<file path="src/rtl/conv_multadd_ctrl_if.sv">
// Handshake/bus bundle between the conv multiply-add sequencer and its
// surroundings: run control, weight-buffer read port, array tags and output qualifiers.
interface conv_multadd_ctrl_if;
  logic       start;
  logic       abort;
  logic       stall;
  logic       w_rd;
  logic [8:0] w_addr;
  logic       en;
  logic [4:0] cnt;
  logic [3:0] pos;
  logic       out_valid;
  logic       out_last;
  logic       busy;
  logic       done;

  modport master (
    input  start, abort, stall,
    output w_rd, w_addr, en, cnt, pos, out_valid, out_last, busy, done
  );

  modport slave (
    output start, abort, stall,
    input  w_rd, w_addr, en, cnt, pos, out_valid, out_last, busy, done
  );
endinterface

</file>
<file path="src/rtl/conv_multadd_ctrl.sv">
// Sequencer for the 16-lane conv multiply-add array: walks pos x cnt steps,
// fetching each weight slice before firing en, and tracks the array pipeline.
module conv_multadd_ctrl #(
  parameter int CNT_MAX  = 31,
  parameter int POS_MAX  = 8,
  parameter int RD_LAT   = 1,
  parameter int PIPE_LAT = 2
) (
  input  logic              clk,
  input  logic              rst_b,
  conv_multadd_ctrl_if.master bus
);

  typedef enum logic [2:0] {IDLE, FETCH, WAIT, FIRE, DRAIN, DONE} state_e;

  localparam int TMR_MAX = (RD_LAT > PIPE_LAT) ? RD_LAT : PIPE_LAT;
  localparam int TW      = $clog2(TMR_MAX + 1);

  state_e              state_q, state_d;
  logic [4:0]          cnt_q, cnt_d;
  logic [3:0]          pos_q, pos_d;
  logic [TW-1:0]       tmr_q, tmr_d;
  logic [PIPE_LAT:1]   vld_pipe_q, vld_pipe_d;
  logic [PIPE_LAT:1]   lst_pipe_q, lst_pipe_d;

  logic busy, kill, fire, last_step;

  assign busy      = (state_q != IDLE);
  assign kill      = bus.abort && busy;
  // abort beats stall, so a fire can never slip out in the abort cycle
  assign fire      = (state_q == FIRE) && !bus.stall && !bus.abort;
  assign last_step = (cnt_q == 5'(CNT_MAX)) && (pos_q == 4'(POS_MAX));

  always_comb begin
    state_d    = state_q;
    cnt_d      = cnt_q;
    pos_d      = pos_q;
    tmr_d      = '0;
    vld_pipe_d = vld_pipe_q;
    lst_pipe_d = lst_pipe_q;
    vld_pipe_d[1] = fire;
    lst_pipe_d[1] = fire && last_step;
    for (int i = 2; i <= PIPE_LAT; i++) begin
      vld_pipe_d[i] = vld_pipe_q[i-1];
      lst_pipe_d[i] = lst_pipe_q[i-1];
    end

    case (state_q)
      IDLE: if (bus.start && !bus.abort) begin
        state_d = FETCH;
        cnt_d   = '0;
        pos_d   = '0;
      end
      FETCH: state_d = WAIT;
      WAIT: begin
        if (tmr_q == TW'(RD_LAT - 1)) state_d = FIRE;
        else                          tmr_d   = tmr_q + 1'b1;
      end
      FIRE: if (!bus.stall) begin
        state_d = FETCH;
        if (cnt_q < 5'(CNT_MAX)) begin
          cnt_d = cnt_q + 1'b1;
        end else if (pos_q < 4'(POS_MAX)) begin
          cnt_d = '0;
          pos_d = pos_q + 1'b1;
        end else begin
          state_d = DRAIN;
        end
      end
      DRAIN: begin
        if (tmr_q == TW'(PIPE_LAT - 1)) state_d = DONE;
        else                            tmr_d   = tmr_q + 1'b1;
      end
      DONE: begin
        state_d = IDLE;
        cnt_d   = '0;
        pos_d   = '0;
      end
      default: state_d = IDLE;
    endcase

    if (kill) begin
      state_d    = IDLE;
      cnt_d      = '0;
      pos_d      = '0;
      tmr_d      = '0;
      vld_pipe_d = '0;
      lst_pipe_d = '0;
    end
  end

  always_ff @(posedge clk or negedge rst_b) begin
    if (!rst_b) begin
      state_q    <= IDLE;
      cnt_q      <= '0;
      pos_q      <= '0;
      tmr_q      <= '0;
      vld_pipe_q <= '0;
      lst_pipe_q <= '0;
    end else begin
      state_q    <= state_d;
      cnt_q      <= cnt_d;
      pos_q      <= pos_d;
      tmr_q      <= tmr_d;
      vld_pipe_q <= vld_pipe_d;
      lst_pipe_q <= lst_pipe_d;
    end
  end

  assign bus.w_rd      = (state_q == FETCH) && !bus.abort;
  assign bus.w_addr    = {pos_q, cnt_q};
  assign bus.en        = fire;
  assign bus.cnt       = cnt_q;
  assign bus.pos       = pos_q;
  assign bus.out_valid = vld_pipe_q[PIPE_LAT];
  assign bus.out_last  = lst_pipe_q[PIPE_LAT];
  assign bus.busy      = busy;
  assign bus.done      = (state_q == DONE) && !bus.abort;

endmodule

</file>
<file path="src/flat_wrapper.sv">
// flat-port wrapper written by rule: the top's interface ports become plain ports
module conv_multadd_ctrl_flat 
#(
  parameter int CNT_MAX  = 31,
  parameter int POS_MAX  = 8,
  parameter int RD_LAT   = 1,
  parameter int PIPE_LAT = 2
)
  (clk, rst_b, bus_start, bus_abort, bus_stall, bus_w_rd, bus_w_addr, bus_en, bus_cnt, bus_pos, bus_out_valid, bus_out_last, bus_busy, bus_done);
  conv_multadd_ctrl_if bus_i ();
  input  logic clk;
  input  logic rst_b;
  input wire logic [$bits(bus_i.start)-1:0] bus_start;
  input wire logic [$bits(bus_i.abort)-1:0] bus_abort;
  input wire logic [$bits(bus_i.stall)-1:0] bus_stall;
  output wire logic [$bits(bus_i.w_rd)-1:0] bus_w_rd;
  output wire logic [$bits(bus_i.w_addr)-1:0] bus_w_addr;
  output wire logic [$bits(bus_i.en)-1:0] bus_en;
  output wire logic [$bits(bus_i.cnt)-1:0] bus_cnt;
  output wire logic [$bits(bus_i.pos)-1:0] bus_pos;
  output wire logic [$bits(bus_i.out_valid)-1:0] bus_out_valid;
  output wire logic [$bits(bus_i.out_last)-1:0] bus_out_last;
  output wire logic [$bits(bus_i.busy)-1:0] bus_busy;
  output wire logic [$bits(bus_i.done)-1:0] bus_done;
  assign bus_i.start = bus_start;
  assign bus_i.abort = bus_abort;
  assign bus_i.stall = bus_stall;
  assign bus_w_rd = bus_i.w_rd;
  assign bus_w_addr = bus_i.w_addr;
  assign bus_en = bus_i.en;
  assign bus_cnt = bus_i.cnt;
  assign bus_pos = bus_i.pos;
  assign bus_out_valid = bus_i.out_valid;
  assign bus_out_last = bus_i.out_last;
  assign bus_busy = bus_i.busy;
  assign bus_done = bus_i.done;
  conv_multadd_ctrl #(.CNT_MAX(CNT_MAX), .POS_MAX(POS_MAX), .RD_LAT(RD_LAT), .PIPE_LAT(PIPE_LAT)) u_core (.clk(clk), .rst_b(rst_b), .bus(bus_i));
endmodule
</file>
<file path="config.mk">
export PLATFORM = sky130hd
export DESIGN_NAME = conv_multadd_ctrl_flat
export DESIGN_NICKNAME = d
export VERILOG_FILES = /design/src/rtl/conv_multadd_ctrl_if.sv /design/src/rtl/conv_multadd_ctrl.sv /design/src/flat_wrapper.sv
export SDC_FILE = /design/constraint.sdc
export NUM_CORES = 1
export LEC_CHECK = 0
export CAP_MARGIN = 40
export CORE_UTILIZATION = 35
export CTS_CLUSTER_SIZE = 10
export DETAILED_ROUTE_END_ITERATION = 8
export GPL_ROUTABILITY_DRIVEN = 0
export PLACE_DENSITY = 0.69
export SYNTH_ARGS = -nofsm -noshare
export SYNTH_HDL_FRONTEND = slang
export SYNTH_SLANG_ARGS = --single-unit
</file>
<file path="constraint.sdc">
create_clock -name clk -period 3.4 [get_ports clk]
set_clock_uncertainty 0.1 [all_clocks]
set_input_delay 0.68 -clock clk [delete_from_list [all_inputs] [get_ports clk]]
set_output_delay 0.68 -clock clk [all_outputs]
set_load 0.02 [all_outputs]
</file>
==> reports/summary.txt <==
Initial antenna violation count: 0
Synth Instances: 126
Max_slew headroom: 44.27%
Finished Layout Cells: 189
CP Data Arrival Time: 2400 ps
Finish-stage setup viols: 0
R2r setup slk: 1200 ps
Skew-Pair Late Insertion Delay: 290 ps
Total leakage power: 0.6544 nW
WHS Endpoint: u_core.lst_pipe_q[2]$_DFF_PN0_
Post CTS Setup Buffer Count: 0
Hold_buf cts: 0
RSZ-0062 raised after global routing: false
Design Power: 0.0006928 W
Setup TNS: 0 ps
Vias per cell: 5.307
Total core area: 3103 um^2
Antenna Nets Post-Route: 0
Longest Clk Path Bufs: 2
Critical Path Start Type: input pin
Routed WL: 2622 um
Worst setup path class: input pin to output port
Worst-Margin Slew: 833.3 ps
DPL Wire Length: 1929 um
Crit path from: bus_abort
Syn nets: 138
Register area share after synthesis: 38.50%
Final Slew Violations: 0
Worst R2R Path Depth: 4
Die Wd: 59.82 um
Main flop type after synthesis: dfrtp_1
DRC: 0
Multi-input logic area: 591.8 um^2
Commonest non-fill, non-tap cells in the layout: clkdlybuf4s50_1, dfrtp_1, nand2_1
Layout cells sized above 1: 5.517%
Asr flop ratio synth: 100.0%
Area growth, synth to finish: 24.17%
CP endpoint kind: output port
Dpl cells: 186
Initial Util: 37.70%
Hold path depth: 1
Post-synth EDFFs: 0
Synth Warn #: 0
Synth Register Bits: 18
Antenna diode instance count: 0
First DRT Iteration DRCs: 43
Row cnt: 20
Maximum VDD drop: 0.0002219 V
Crit-path max FO: 4
Total congestion overflow: 0
Met2 track demand over resource: 27.46%
HP Class: flip-flop to flip-flop
Power Density: 476.9 nW/um^2
CTS buffer count: 3
Busiest grt layer: met2
Post-synthesis cell type count: 44
Fillcell total: 306
Most common cell after layout, fill and taps aside: clkdlybuf4s50_1
Port buffer count: 28
Largest net degree at the start of global routing: 19
Hold Startpoint: u_core.lst_pipe_q[1]$_DFF_PN0_
Register area: 450.4 um^2
Clock Tree Root: clkbuf_4
# resized after CTS: 0
Synthesized area per cell: 9.285 um^2
Met3 usage: 1.948%
# clock sinks: 18
GRT Total Usage: 16.23%
1st-pass router iterations: 4
Crit Reg-Reg Startpoint: u_core.state_q[0]$_DFFE_PN0P_
Number of global-route vias before repair: 925
Critical Path RT: 2620 ps
Wire length of the first global-routing pass: 4305 um
GR Layer Usage met1: 21.51%
Run status: completed
Fmax: 314.2 MHz
Die H: 59.82 um
RR Endpoint: u_core.bus.cnt[1]$_DFFE_PN0P_
WL/cell: 13.87 um
CTS tree: yes
Die area: 3578 um^2
I/O Pins: 29
Via count: 1003
Final min period: 3183 ps
Nets: 159
Post-Syn Area: 1170 um^2
Final worst path period share: 93.61%
Final Hold Vio Count: 0
CTS H-tree depth: 1
Max cap viols: 0
Reg clk slew, reported paths: 110 ps
[sequential cells by signal, indices dropped and copies added, names as in the netlist]
register,cells
u_core.bus.pos,4
u_core.lst_pipe_q,2
u_core.vld_pipe_q,2
u_core.tmr_q,2
u_core.bus.cnt,5
u_core.state_q,3
[area by class of cell]
| cell class | count | area share (%) |
|---|---|---|
| multi-input combinational | 85 | 40.74 |
| sequential | 18 | 31.01 |
| timing repair buffer | 31 | 20.84 |
| clock buffer | 3 | 1.550 |
| inverter | 8 | 2.067 |
| tap | 44 | 3.790 |
[critical path: stages]
cell and delay (ps):
clkdlybuf4s50_1 440, nor4bb_1 380, nand2b_1 170, inv_1 120, clkdlybuf4s50_1 610
[logic make-up after synthesis]
group                    Yosys count  synth area share, %
AND/OR/NAND/NOR                   50                24.71
buffers and inverters             23                10.91
AO/OA/AOI/OAI                     27                17.65
XOR/XNOR                           1               0.7488
flip-flops                        18                38.50
adder cells (fa/ha/maj)            7                7.486
[metal layers]
metal  up-vias  wire length (um)
li1        491                 -
met1       478              1191
met2        30              1305
met3         4                93
met4         0                31
met5         -                 0
[worst max path at each step]
stage	endpoint	slack, ps
2_1_floorplan	bus_en	1110
3_3_place_gp	bus_en	260
3_5_place_dp	bus_en	200
4_1_cts	bus_en	200
5_1_grt	bus_en	70
6_report	bus_en	220
[power by group]
group / internal (W) / total (W) / leakage (nW) / switching, W
sequential: 0.000237 / 0.000295 / 0.247 / 0.0000574
combinational: 0.000136 / 0.000289 / 0.394 / 0.000152
clock: 0.0000413 / 0.000109 / 0.0138 / 0.0000682
[through the flow]
step / hold WS [ps] / setup WS (ps) / utilization, % / cell area [um^2]
after floorplan: 284.4 / 1105 / - / 1170
final: 367.7 / 217.4 / 46.81 / 1453
after global placement: 334.2 / 264.5 / 46.09 / 1430
after CTS: 372.3 / 195.1 / 46.81 / 1453
after global routing: 397.4 / 72.95 / 46.81 / 1453
after detailed placement: 347.9 / 196.3 / 46.09 / 1430
[cells in the mapped netlist (all sizes together), types with 2 or more instances]
cell / instances / share of area [%]
a211o: 2 / 1.5
a211oi: 2 / 1.3
a21o: 2 / 1.3
a21oi: 4 / 1.7
a221o: 2 / 1.7
and2: 4 / 2.1
and3: 4 / 2.1
buf: 10 / 6.7
clkbuf: 5 / 1.6
dfrtp: 18 / 39
ha: 7 / 7.5
inv: 8 / 2.6
nand2: 9 / 2.9
nand2b: 4 / 2.1
nand3: 5 / 2.1
nand3b: 2 / 1.3
nor2: 5 / 1.6
nor3: 6 / 2.6
o21ai: 3 / 1.3
(Power assumes the default switching activity.)
